[config.mk]
export PLATFORM = sky130hd
export DESIGN_NAME = fifo_arbiter
export DESIGN_NICKNAME = d
export VERILOG_FILES = /design/src/rtl/fifo_arb_pkg.sv /design/src/rtl/fifo_arbiter_rr_arbiter.sv /design/src/rtl/fifo_arbiter.sv
export SDC_FILE = /design/constraint.sdc
export NUM_CORES = 1
export LEC_CHECK = 0
export ABC_AREA = 1
export CORE_ASPECT_RATIO = 1.25
export CORE_UTILIZATION = 41
export CTS_CLUSTER_SIZE = 10
export DETAILED_ROUTE_END_ITERATION = 16
export PLACE_DENSITY_LB_ADDON = 0.12
export SKIP_CTS_REPAIR_TIMING = 1
export SLEW_MARGIN = 40
export SYNTH_ARGS = -nofsm -noshare
export SYNTH_HDL_FRONTEND = slang
export SYNTH_HIERARCHICAL = 1
export SYNTH_SLANG_ARGS = --single-unit
[constraint.sdc]
create_clock -name clk -period 4.6 [get_ports clk]
set_input_delay 1.15 -clock clk [delete_from_list [all_inputs] [get_ports clk]]
set_output_delay 1.15 -clock clk [all_outputs]
set_load 0.01 [all_outputs]
[src/rtl/fifo_arb_pkg.sv]
// Shared defaults and read-buffer occupancy encoding for the FIFO arbiter.
package fifo_arb_pkg;

  localparam int unsigned NUM_REQ_DEF = 4;
  localparam int unsigned DW_DEF      = 32;

  typedef enum logic [1:0] {
    EMPTY = 2'd0,
    ONE   = 2'd1,
    TWO   = 2'd2
  } occ_e;

endpackage

[src/rtl/fifo_arbiter_rr_arbiter.sv]
// Round-robin grant: first requester above the last grant, wrapping around.
module rr_arbiter
  import fifo_arb_pkg::*;
#(
  parameter  int unsigned NUM_REQ = NUM_REQ_DEF,
  localparam int unsigned IW      = $clog2(NUM_REQ)
) (
  input  logic [NUM_REQ-1:0] i_req,
  input  logic [IW-1:0]      i_last_grant,
  output logic [NUM_REQ-1:0] o_grant,
  output logic [IW-1:0]      o_grant_idx,
  output logic               o_grant_vld
);

  logic          w_found;
  logic [IW-1:0] w_idx;

  // Offsets 1..NUM_REQ so the last grantee is considered last.
  always_comb begin
    w_found     = 1'b0;
    w_idx       = '0;
    o_grant     = '0;
    o_grant_idx = i_last_grant;
    for (int unsigned k = 1; k <= NUM_REQ; k++) begin
      w_idx = IW'((32'(i_last_grant) + k) % NUM_REQ);
      if (!w_found && i_req[w_idx]) begin
        w_found        = 1'b1;
        o_grant[w_idx] = 1'b1;
        o_grant_idx    = w_idx;
      end
    end
    o_grant_vld = w_found;
  end

endmodule

[src/rtl/fifo_arbiter.sv]
// Round-robin multi-writer front end to a shared FIFO, with a 2-entry
// prefetch buffer driving a valid/ready consumer on the read side.
module fifo_arbiter
  import fifo_arb_pkg::*;
#(
  parameter  int unsigned NUM_REQ = NUM_REQ_DEF,
  parameter  int unsigned DW      = DW_DEF,
  localparam int unsigned IW      = $clog2(NUM_REQ)
) (
  input  logic                  clk,
  input  logic                  rst_n,
  input  logic [NUM_REQ-1:0]    req_valid,
  input  logic [NUM_REQ*DW-1:0] req_data,
  output logic [NUM_REQ-1:0]    req_ready,
  output logic                  fifo_cs,
  output logic                  fifo_wr_en,
  output logic [DW-1:0]         fifo_data_in,
  input  logic                  fifo_full,
  output logic                  fifo_rd_en,
  input  logic [DW-1:0]         fifo_data_out,
  input  logic                  fifo_empty,
  output logic                  out_valid,
  input  logic                  out_ready,
  output logic [DW-1:0]         out_data,
  output logic [IW-1:0]         last_grant
);

  // ---------------- write side ----------------
  logic [NUM_REQ-1:0] w_grant;
  logic [IW-1:0]      w_grant_idx;
  logic               w_grant_vld;
  logic               w_wr_fire;
  logic [IW-1:0]      r_last_grant;

  rr_arbiter #(.NUM_REQ(NUM_REQ)) u_rr (
    .i_req        (req_valid),
    .i_last_grant (r_last_grant),
    .o_grant      (w_grant),
    .o_grant_idx  (w_grant_idx),
    .o_grant_vld  (w_grant_vld)
  );

  // rst_n gating keeps the write strobes quiet while reset is held.
  assign w_wr_fire    = rst_n & w_grant_vld & ~fifo_full;
  assign req_ready    = w_wr_fire ? w_grant : '0;
  assign fifo_wr_en   = w_wr_fire;
  assign fifo_data_in = w_wr_fire ? req_data[w_grant_idx*DW +: DW] : '0;

  always_ff @(posedge clk or negedge rst_n) begin
    if (!rst_n) begin
      r_last_grant <= IW'(NUM_REQ - 1);
    end else if (w_wr_fire) begin
      r_last_grant <= w_grant_idx;
    end
  end

  assign last_grant = r_last_grant;

  // ---------------- read side ----------------
  occ_e          r_occ;
  occ_e          w_occ_nxt;
  logic          r_in_flight;
  logic [DW-1:0] r_buf0;
  logic [DW-1:0] r_buf1;
  logic [DW-1:0] w_buf0_nxt;
  logic [DW-1:0] w_buf1_nxt;
  logic          w_pop;
  logic          w_rd_en;
  logic [2:0]    w_level;

  // Prefetch only while buffered + in-flight words, net of this pop, leave room.
  assign w_pop   = out_valid & out_ready;
  assign w_level = 3'(r_occ) + 3'(r_in_flight) - 3'(w_pop);
  assign w_rd_en = rst_n & ~fifo_empty & (w_level < 3'd2);

  always_ff @(posedge clk or negedge rst_n) begin
    if (!rst_n) begin
      r_occ       <= EMPTY;
      r_in_flight <= 1'b0;
      r_buf0      <= '0;
      r_buf1      <= '0;
    end else begin
      r_occ       <= w_occ_nxt;
      r_in_flight <= w_rd_en;
      r_buf0      <= w_buf0_nxt;
      r_buf1      <= w_buf1_nxt;
    end
  end

  // Returning word lands at the tail; a pop shifts entry 1 into the head.
  always_comb begin
    w_occ_nxt  = r_occ;
    w_buf0_nxt = r_buf0;
    w_buf1_nxt = r_buf1;
    case ({r_in_flight, w_pop})
      2'b10: begin
        if (r_occ == EMPTY) begin
          w_buf0_nxt = fifo_data_out;
          w_occ_nxt  = ONE;
        end else begin
          w_buf1_nxt = fifo_data_out;
          w_occ_nxt  = TWO;
        end
      end
      2'b01: begin
        if (r_occ == TWO) begin
          w_buf0_nxt = r_buf1;
          w_occ_nxt  = ONE;
        end else begin
          w_occ_nxt  = EMPTY;
        end
      end
      2'b11: begin
        if (r_occ == TWO) begin
          w_buf0_nxt = r_buf1;
          w_buf1_nxt = fifo_data_out;
        end else begin
          w_buf0_nxt = fifo_data_out;
        end
      end
      default: ;
    endcase
  end

  assign out_valid  = (r_occ != EMPTY);
  assign out_data   = r_buf0;
  assign fifo_rd_en = w_rd_en;
  assign fifo_cs    = fifo_wr_en | fifo_rd_en;

endmodule

==> results_dict.tcl, run 1 <==
set metrics [dict create \
    fin_worst_skew_ns 0.005703 \
    tightestPinTransition_ns 0.7732 \
    pwr-share-comb_pct 71.8 \
    worstSetupEndpointType "primary output" \
    cp_data_arrival_time_ns 3.57 \
    footprint_of_the_multi_input_gates_um2 2661 \
    max_cap_violations 0 \
    dr_wl_met2_um 8755 \
    power.sequential.fraction_pct 17.2 \
    global_route_wire_length_before_repair_um 27320 \
    clockPowerShare_pct 11.0 \
    detailed_route_wire_length_on_metal_1_um 6919 \
    grt_antenna_before_repair 4 \
    fin_total_pwr_mw 6.255 \
    cts_made_buffers 9 \
    placement.io_buffers 242 \
    syn_inst 691 \
    cellInternalPower_mw 3.392 \
    synthesis_to_finish_area_growth_pct 66.48 \
    design.core.area_um2 11240 \
    place.gp.congestion 0.9531 \
    report.final.slew_viol_count 0 \
    ctsRootBufferMaster "sky130_fd_sc_hd__clkbuf_16" \
    synthesis.area_um2 4790 \
    placement_rows 43 \
    detailedRoute.firstPassIterationCount 5 \
    post_route_cells_drive_above_1_share_pct 11.19 \
    die_height_um 122.8 \
    min_path_cells 2 \
    irDropWorstVdd_mv 0.3861 \
    sequential_cell_area_um2 1729 \
    timing.final.crit_period_ns 4.716 \
    synth_sequential_area_ratio_pct 36.10 \
    first_global_vias 5460 \
    clkSinkCount 69 \
    layout.nets 1131 \
    grt_util_all_layers_pct 29.24 \
    io-pin-count 243 \
    setup_repair_after_global_routing_missed_its_margin "true" \
    final_antenna_net_count 0 \
    preCtsSetupSlack_ns -0.3248 \
    report.final.setup_viol 8 \
    route.final.wire_length_um 17690 \
    filler_cell_count 940 \
    synthTopCellsByArea "sky130_fd_sc_hd__dfrtp_1 (35%), sky130_fd_sc_hd__nand2_1 (15%), sky130_fd_sc_hd__nor2_1 (7.9%)" \
    yosysTopAreaCellShare_pct 35.01 \
    min-delay-path-class "flip-flop to flip-flop" \
    drcViolationCount 0 \
    routedWlPerCell_um 16.15 \
    vias_per_cell 5.094 \
    insertion_delay_ns 0.33 \
    hold_ws_ns 0.4745 \
    clock.fmax_mhz 212.1 \
    crit_fanout 14 \
    status "complete, but fails checks" \
    cts_tree "done" \
    syn-mean-instance-area_um2 6.931 \
    synth_warnings 6 \
    critPathLaunchType "input port" \
    maxUsedRoutingLayer "met4" \
    clk_transition_reported_paths_ns 0.06 \
    place.detailed.instances 1068 \
    net-switching-power_mw 2.864 \
    synth_area_leader_cell "sky130_fd_sc_hd__dfrtp_1" \
    yosys_cell_types 34 \
    via_count 5578 \
    synth.ff_latch_count 69 \
    first_iter_violations 276 \
    utilization_pct 70.91 \
    cts.htree.levels 3 \
    floorplan.die.width_um 98.67 \
    grt_total_ovfl 0 \
    leakage_dissipation_nw 4.041 \
    cts_buffer_depth 2 \
    power_density_nw_per_um2 784.5 \
    failed_checks "negative setup slack" \
    post_layout_nonfiller_instances 1095 \
    post-route-period-util_pct 102.5 \
    required_time_at_the_endpoint_of_the_critical_path_ns 3.45 \
    final_hold_viol_count 0 \
    setup.worst_path.class "input port to primary output" \
    r2r_cells 13 \
    grt_start_max_net_pins 64 \
    die-area_um2 12120 \
    max-slew-margin-rel_pct 48.33 \
    met3_wirelength_um 1206 \
    synth_nets 871 \
    netSwitchingFraction_pct 45.78 \
    floorplan.initialDensity_pct 42.59 \
    final.setup.worst_slack_ns -0.1157 \
    dp.final_hpwl_um 13710 \
]
## layout by cell type, fill, tap and decap left out, drive strengths merged
cell	count
clkdlybuf4s50	210
nand2	204
o21ai	112
nor2	109
dfrtp	67
inv	56
buf	47
dlymetal6s2s	27
a21oi	20
nand3	19
mux2i	18
o22ai	18
clkbuf	15
ha	10
a21boi	5
nand4	5
diode	4
clkinv	3
nor3	2
clkinvlp	2
dfstp	2
xor2	1
o21a	1
a22oi	1
fa	1
bufinv	1
## per-layer routing
layer | vias up | GRT usage, %
met5 | - | 0
met4 | 0 | 15.86
met3 | 49 | 6.321
met2 | 217 | 52.77
met1 | 2558 | 32.13
li1 | 2754 | -
## per-stage QoR
stage	cell area, um2	TNS (ns)
6_report	7974	-0.3671
5_1_grt	7969	-1.682
3_3_place_gp	7488	-4.702
4_1_cts	7816	-6.519
3_5_place_dp	7513	-6.193
2_1_floorplan	4790	0
## worst paths after layout
path | startpoint | end | slack (ns)
worst min register to register | out_data[21] | out_data[21] | 0.47
worst min-delay path | out_data[21] | out_data[21] | 0.47
worst max register to register | last_grant[0] | last_grant[1] | 2.16
max in group asynchronous | rst_n | out_data[25] | 3.18
min in group asynchronous | rst_n | out_data[31] | 0.88
worst max-delay path | req_valid[0] | fifo_data_in[6] | -0.12
## worst max-delay path, stage by stage
cell and delay (ns):
sky130_fd_sc_hd__clkdlybuf4s50_1 0.50, sky130_fd_sc_hd__nand2_1 0.09, sky130_fd_sc_hd__nand3_1 0.11, sky130_fd_sc_hd__nand2_2 0.09, sky130_fd_sc_hd__nor2_8 0.15, sky130_fd_sc_hd__nor2_1 0.06
sky130_fd_sc_hd__nand2_1 0.09, sky130_fd_sc_hd__nand2_4 0.12, sky130_fd_sc_hd__inv_2 0.15, sky130_fd_sc_hd__buf_4 0.20, sky130_fd_sc_hd__o21ai_0 0.12, sky130_fd_sc_hd__a21oi_1 0.17
sky130_fd_sc_hd__clkdlybuf4s50_1 0.55
## Yosys cell counts
cell type,n
sky130_fd_sc_hd__nand2_1,192
sky130_fd_sc_hd__nor2_1,101
sky130_fd_sc_hd__o21ai_0,74
sky130_fd_sc_hd__dfrtp_1,67
sky130_fd_sc_hd__inv_1,49
sky130_fd_sc_hd__o21ai_1,37
sky130_fd_sc_hd__a21oi_1,20
sky130_fd_sc_hd__mux2i_1,18
sky130_fd_sc_hd__o22ai_1,18
sky130_fd_sc_hd__buf_2,16
sky130_fd_sc_hd__nand3_1,16
sky130_fd_sc_hd__clkbuf_1,12
sky130_fd_sc_hd__ha_1,10
sky130_fd_sc_hd__nand2_2,9
sky130_fd_sc_hd__inv_2,6
sky130_fd_sc_hd__a21boi_0,5
sky130_fd_sc_hd__buf_4,5
sky130_fd_sc_hd__nand4_1,5
sky130_fd_sc_hd__buf_6,4
sky130_fd_sc_hd__nand2_4,3
sky130_fd_sc_hd__nand3_2,3
sky130_fd_sc_hd__nor2_4,3
sky130_fd_sc_hd__nor2_8,3
sky130_fd_sc_hd__buf_1,2
sky130_fd_sc_hd__dfstp_2,2
sky130_fd_sc_hd__nor2_2,2
sky130_fd_sc_hd__nor3_2,2
sky130_fd_sc_hd__a22oi_1,1
sky130_fd_sc_hd__clkinv_1,1
sky130_fd_sc_hd__fa_1,1
sky130_fd_sc_hd__inv_4,1
sky130_fd_sc_hd__o21a_1,1
sky130_fd_sc_hd__o21ai_4,1
sky130_fd_sc_hd__xor2_1,1
## kinds of logic (layout without fill, tap and decap cells)
kind of cell,after synthesis,after routing,share of synthesized area (%)
other,0,4,0
buffers and inverters,96,361,9.013
XOR/XNOR,1,1,0.1829
flip-flops,69,69,36.10
adder cells (fa/ha/maj),11,11,3.030
multiplexers,18,18,3.762
AO/OA/AOI/OAI,157,157,17.48
AND/OR/NAND/NOR,339,339,30.43
## layout make-up
type	count	area share, %
clock inverters	5	0.7532
clock buffers	11	3.044
well taps	135	2.118
flip-flops and latches	69	21.69
diodes	4	0.1255
repair buffers	288	36.14
multi-input cells	526	33.38
inverters	57	2.762
## registers in the layout (all words and copies together) (netlist names)
name and count:
out_data 32, r_buf1 32, last_grant 2, r_occ 2, r_in_flight 1
## power by group through the flow
stage                     Combinational [mW]  Clock, mW  Sequential [mW]
after global routing                    4.96      0.722             1.11
after floorplan                         2.52          0             1.14
after CTS                               4.35      0.703             1.08
final                                   4.49      0.688             1.08
after detailed placement                4.31          0             1.08
after global placement                  4.22          0             1.08
Note: power is estimated with default switching activity, not from simulation.
==> run 2, diff against run 1 <==
--- a/config.mk
+++ b/config.mk
@@ -7,10 +7,11 @@
 export LEC_CHECK = 0
 export ABC_AREA = 1
 export CORE_ASPECT_RATIO = 1.25
-export CORE_UTILIZATION = 41
+export CORE_UTILIZATION = 44
 export CTS_CLUSTER_SIZE = 10
 export DETAILED_ROUTE_END_ITERATION = 16
 export PLACE_DENSITY_LB_ADDON = 0.12
+export RECOVER_POWER = 50
 export SKIP_CTS_REPAIR_TIMING = 1
 export SLEW_MARGIN = 40
 export SYNTH_ARGS = -nofsm -noshare
==> constraint.sdc (replaced) <==
create_clock -name clk -period 5.6 [get_ports clk]
set_input_delay 1.4 -clock clk [delete_from_list [all_inputs] [get_ports clk]]
set_output_delay 1.4 -clock clk [all_outputs]
set_load 0.01 [all_outputs]
==> results_dict.tcl, run 2 (synthesis results as in run 1) <==
set metrics [dict create \
    place.detailed.instances 1038 \
    post_layout_nonfiller_instances 1057 \
    grt_util_all_layers_pct 27.80 \
    leakage_dissipation_nw 3.450 \
    first_iter_violations 336 \
    grt_start_max_net_pins 70 \
    final_antenna_net_count 0 \
    design.core.area_um2 10620 \
    timing.final.crit_period_ns 5.413 \
    max_cap_violations 1 \
    detailedRoute.firstPassIterationCount 5 \
    clk_transition_reported_paths_ns 0.05 \
    vias_per_cell 5.180 \
    synthesis_to_finish_area_growth_pct 58.73 \
    setup.worst_path.class "input port to primary output" \
    first_global_vias 5304 \
    cts_buffer_depth 2 \
    min-delay-path-class "flip-flop to flip-flop" \
    report.final.setup_viol 0 \
    required_time_at_the_endpoint_of_the_critical_path_ns 4.20 \
    filler_cell_count 861 \
    fin_total_pwr_mw 4.734 \
    power_density_nw_per_um2 622.7 \
    floorplan.die.width_um 95.32 \
    dp.final_hpwl_um 11840 \
    via_count 5475 \
    cts_tree "done" \
    io-pin-count 243 \
    critPathLaunchType "input port" \
    insertion_delay_ns 0.32 \
    layout.nets 1099 \
    most_common_library_cell_in_the_layout_ignoring_fill_and_taps "sky130_fd_sc_hd__clkdlybuf4s50_1" \
    hold_ws_ns 0.4731 \
    status "complete, but fails checks" \
    clkSinkCount 69 \
    final_cell_mix "sky130_fd_sc_hd__clkdlybuf4s50_1 (209), sky130_fd_sc_hd__nand2_1 (191), sky130_fd_sc_hd__nor2_1 (101), sky130_fd_sc_hd__o21ai_0 (74), sky130_fd_sc_hd__dfrtp_1 (67)" \
    clock.fmax_mhz 184.7 \
    setup_repair_after_global_routing_missed_its_margin "false" \
    placement.io_buffers 242 \
    worstSetupEndpointType "primary output" \
    routedWlPerCell_um 15.06 \
    grt_total_ovfl 0 \
    place.gp.congestion 1.037 \
    placement_rows 42 \
    tightestPinTransition_ns 3.635 \
    floorplan.initialDensity_pct 45.12 \
    fin_worst_skew_ns 0.007658 \
    post_route_cells_drive_above_1_share_pct 6.926 \
    report.final.slew_viol_count 70 \
    utilization_pct 71.62 \
    post-route-period-util_pct 96.66 \
    max-slew-margin-rel_pct -142.3 \
    die_height_um 118.7 \
    cts.htree.levels 3 \
    total_neg_setup_slack_ns 0 \
    crit_fanout 15 \
    final_hold_viol_count 0 \
    global_route_wire_length_before_repair_um 24670 \
    irDropWorstVdd_mv 0.3610 \
    route.final.wire_length_um 15910 \
    die-area_um2 11310 \
    drcViolationCount 0 \
    failed_checks "max-capacitance violations, max-slew violations" \
    cts_made_buffers 9 \
    ctsRootBufferMaster "sky130_fd_sc_hd__clkbuf_16" \
    grt_antenna_before_repair 1 \
    cp_data_arrival_time_ns 4.01 \
]
run 2: power breakdown:
group / internal (mW) / leakage, nW / switching, mW
Combinational: 1.42 / 2.48 / 1.87
Clock: 0.336 / 0.137 / 0.206
Sequential: 0.759 / 0.835 / 0.142
run 2: layout make-up:
type | instances | area, um2 | share of cell area, %
multi-input combinational | 526 | 2636 | 34.68
clock inverter | 4 | 31.28 | 0.4115
clock buffer | 12 | 266.5 | 3.506
antenna | 1 | 2.502 | 0.03292
inverter | 57 | 216.5 | 2.847
sequential | 69 | 1729 | 22.75
timing repair buffer | 256 | 2555 | 33.61
tap | 132 | 165.2 | 2.172
run 2: path summary, 6_finish.rpt:
check                                   start                to  slack [ns]  cells after the start
worst min register to register    out_data[5]       out_data[5]        0.47                      2
worst max register to register  last_grant[1]     last_grant[0]        2.96                     12
worst max-delay path             req_valid[3]  fifo_data_in[17]        0.19                     13
min in group asynchronous               rst_n        r_buf1[10]        2.58                      2
max in group asynchronous               rst_n      out_data[20]        0.99                      2
worst min-delay path              out_data[5]       out_data[5]        0.47                      2
run 2: critical path, cell delays in order:
cell and delay (ns):
sky130_fd_sc_hd__clkdlybuf4s50_1 0.52, sky130_fd_sc_hd__nand2_1 0.10, sky130_fd_sc_hd__nand3_2 0.12, sky130_fd_sc_hd__nand2_4 0.09, sky130_fd_sc_hd__inv_4 0.09, sky130_fd_sc_hd__nor2_8 0.04
sky130_fd_sc_hd__o21ai_1 0.15, sky130_fd_sc_hd__nand2_2 0.18, sky130_fd_sc_hd__inv_2 0.14, sky130_fd_sc_hd__buf_4 0.21, sky130_fd_sc_hd__o21ai_0 0.19, sky130_fd_sc_hd__o22ai_1 0.19
sky130_fd_sc_hd__clkdlybuf4s50_1 0.57
run 2: through the flow:
stage	setup WS (ns)	area, um2
floorplan	1.248	4790
global placement	0.2409	7262
detailed placement	0.1808	7271
CTS	0.1579	7569
global route	0.01204	7600
finish	0.1870	7602
run 2: per-layer routing:
metal | global-route usage, % | share of wire, % | vias to the layer above
met5 | 0 | 0 | -
met4 | 10.70 | 2.7 | 0
met3 | 5.985 | 7.9 | 32
met2 | 49.78 | 50 | 239
met1 | 31.27 | 39 | 2510
li1 | - | - | 2694
==> run 3, diff against run 2 <==
--- a/config.mk
+++ b/config.mk
@@ -6,11 +6,14 @@
 export NUM_CORES = 1
 export LEC_CHECK = 0
 export ABC_AREA = 1
+export CELL_PAD_IN_SITES_DETAIL_PLACEMENT = 1
+export CELL_PAD_IN_SITES_GLOBAL_PLACEMENT = 1
 export CORE_ASPECT_RATIO = 1.25
-export CORE_UTILIZATION = 44
+export CORE_MARGIN = 2
+export CORE_UTILIZATION = 29
 export CTS_CLUSTER_SIZE = 10
 export DETAILED_ROUTE_END_ITERATION = 16
-export PLACE_DENSITY_LB_ADDON = 0.12
+export PLACE_DENSITY_LB_ADDON = 0.1
 export RECOVER_POWER = 50
 export SKIP_CTS_REPAIR_TIMING = 1
 export SLEW_MARGIN = 40
==> results_dict.tcl, run 3 (synthesis results as in run 1) <==
set metrics [dict create \
    status "complete, but fails checks" \
    failed_checks "max-capacitance violations, max-slew violations" \
    max-slew-margin-rel_pct -152.5 \
    placement.io_buffers 242 \
    final_hold_viol_count 0 \
    maxUsedRoutingLayer "met5" \
    layout.nets 1099 \
    worstSetupEndpointType "primary output" \
    first_iter_violations 236 \
    crit_path_start "out_ready" \
    post_route_cells_drive_above_1_share_pct 6.934 \
    r2r-start "last_grant[1]" \
    cts.htree.levels 3 \
    clk_transition_reported_paths_ns 0.05 \
    most_common_library_cell_in_the_layout_ignoring_fill_and_taps "sky130_fd_sc_hd__clkdlybuf4s50_1" \
    synthesis_to_finish_area_growth_pct 61.31 \
    fin_worst_skew_ns 0.004387 \
    setup.worst_path.class "input port to primary output" \
    tightestPinTransition_ns 3.787 \
    ctsRootBufferMaster "sky130_fd_sc_hd__clkbuf_16" \
    die-area_um2 17570 \
    cts_made_buffers 9 \
    report.final.setup_viol 0 \
    critPathLaunchType "input port" \
    cts_tree "done" \
    r2r_setup_slack_ns 2.78 \
    dr_wl_met2_um 10180 \
    fin_total_pwr_mw 4.836 \
    final_antenna_net_count 0 \
    first_global_vias 5998 \
    grt_start_max_net_pins 70 \
    drcViolationCount 0 \
    clkSinkCount 69 \
    timing.final.crit_period_ns 5.435 \
    grt_util_all_layers_pct 22.05 \
    cts_buffer_depth 2 \
    detailed_route_wire_length_on_metal_1_um 7213 \
    cp_data_arrival_time_ns 4.04 \
    crit_fanout 5 \
    vias_per_cell 4.807 \
    place.detailed.instances 1124 \
    max_cap_violations 1 \
    post-route-period-util_pct 97.06 \
    global_route_wire_length_before_repair_um 30870 \
    grt_total_ovfl 0 \
    min-delay-path-class "flip-flop to flip-flop" \
    post_layout_nonfiller_instances 1141 \
    final_cell_mix "sky130_fd_sc_hd__clkdlybuf4s50_1 (208), sky130_fd_sc_hd__nand2_1 (191), sky130_fd_sc_hd__nor2_1 (101), sky130_fd_sc_hd__o21ai_0 (74), sky130_fd_sc_hd__dfrtp_1 (67)" \
    leakage_dissipation_nw 3.480 \
    detailedRoute.firstPassIterationCount 4 \
    irDropWorstVdd_mv 0.2557 \
    required_time_at_the_endpoint_of_the_critical_path_ns 4.20 \
    hold_path.startpoint "out_data[31]" \
    power_density_nw_per_um2 625.9 \
    die_height_um 147.7 \
    place.gp.congestion 0.8424 \
    floorplan.initialDensity_pct 29.56 \
    grt_antenna_before_repair 3 \
    insertion_delay_ns 0.33 \
    report.final.slew_viol_count 70 \
    clock.fmax_mhz 184.0 \
    floorplan.die.width_um 118.9 \
    dp.final_hpwl_um 15350 \
    placement_rows 52 \
    met3_wirelength_um 1695 \
    via_count 5485 \
    routedWlPerCell_um 17.02 \
    route.final.wire_length_um 19420 \
    io-pin-count 243 \
    design.core.area_um2 16200 \
]
## run 3: per-stage QoR
step / TNS, ns / setup slack [ns] / cell area, um2 / hold slack (ns) / util (%)
after floorplan: 0 / 1.248 / 4790 / 0.4834 / -
after global placement: 0 / 0.2250 / 7380 / 0.4632 / 45.55
after detailed placement: 0 / 0.1343 / 7431 / 0.4648 / 45.87
after CTS: 0 / 0.1391 / 7721 / 0.4804 / 47.66
after global routing: -0.005524 / -0.005524 / 7724 / 0.5037 / 47.68
final: 0 / 0.1646 / 7726 / 0.4726 / 47.69
## run 3: critical path: stages
cell and delay (ns):
sky130_fd_sc_hd__clkdlybuf4s50_1 0.45, sky130_fd_sc_hd__inv_1 0.10, sky130_fd_sc_hd__nor2_8 0.18, sky130_fd_sc_hd__inv_1 0.09, sky130_fd_sc_hd__ha_1 0.34, sky130_fd_sc_hd__nand2_1 0.11, sky130_fd_sc_hd__fa_1 0.50, sky130_fd_sc_hd__nand2_1 0.07
sky130_fd_sc_hd__o21ai_0 0.19, sky130_fd_sc_hd__clkdlybuf4s50_1 0.60
## run 3: cell type report
class | instances | area (um2)
tap | 216 | 270.3
clock buffer | 9 | 225.2
clock inverter | 6 | 65.06
multi-input combinational | 526 | 2641
sequential | 69 | 1729
inverter | 57 | 216.5
fill | 2018 | 8474
timing repair buffer | 256 | 2574
antenna | 2 | 5.005
## run 3: path summary, 6_finish.rpt
check / cells after the start / end
worst max-delay path: 10 / fifo_cs
worst min-delay path: 2 / out_data[31]
worst max register to register: 13 / last_grant[1]
worst min register to register: 2 / out_data[31]
max in group asynchronous: 2 / r_in_flight
min in group asynchronous: 2 / r_buf1[0]
## run 3: layer usage
metal	vias up	track usage, %
met5	-	0
met4	2	6.071
met3	18	8.488
met2	174	40.34
met1	2608	23.52
li1	2683	-
## run 3: power by group
part           switching (mW)  internal (mW)
logic                    1.94           1.44
clock network           0.212          0.342
registers               0.143          0.759
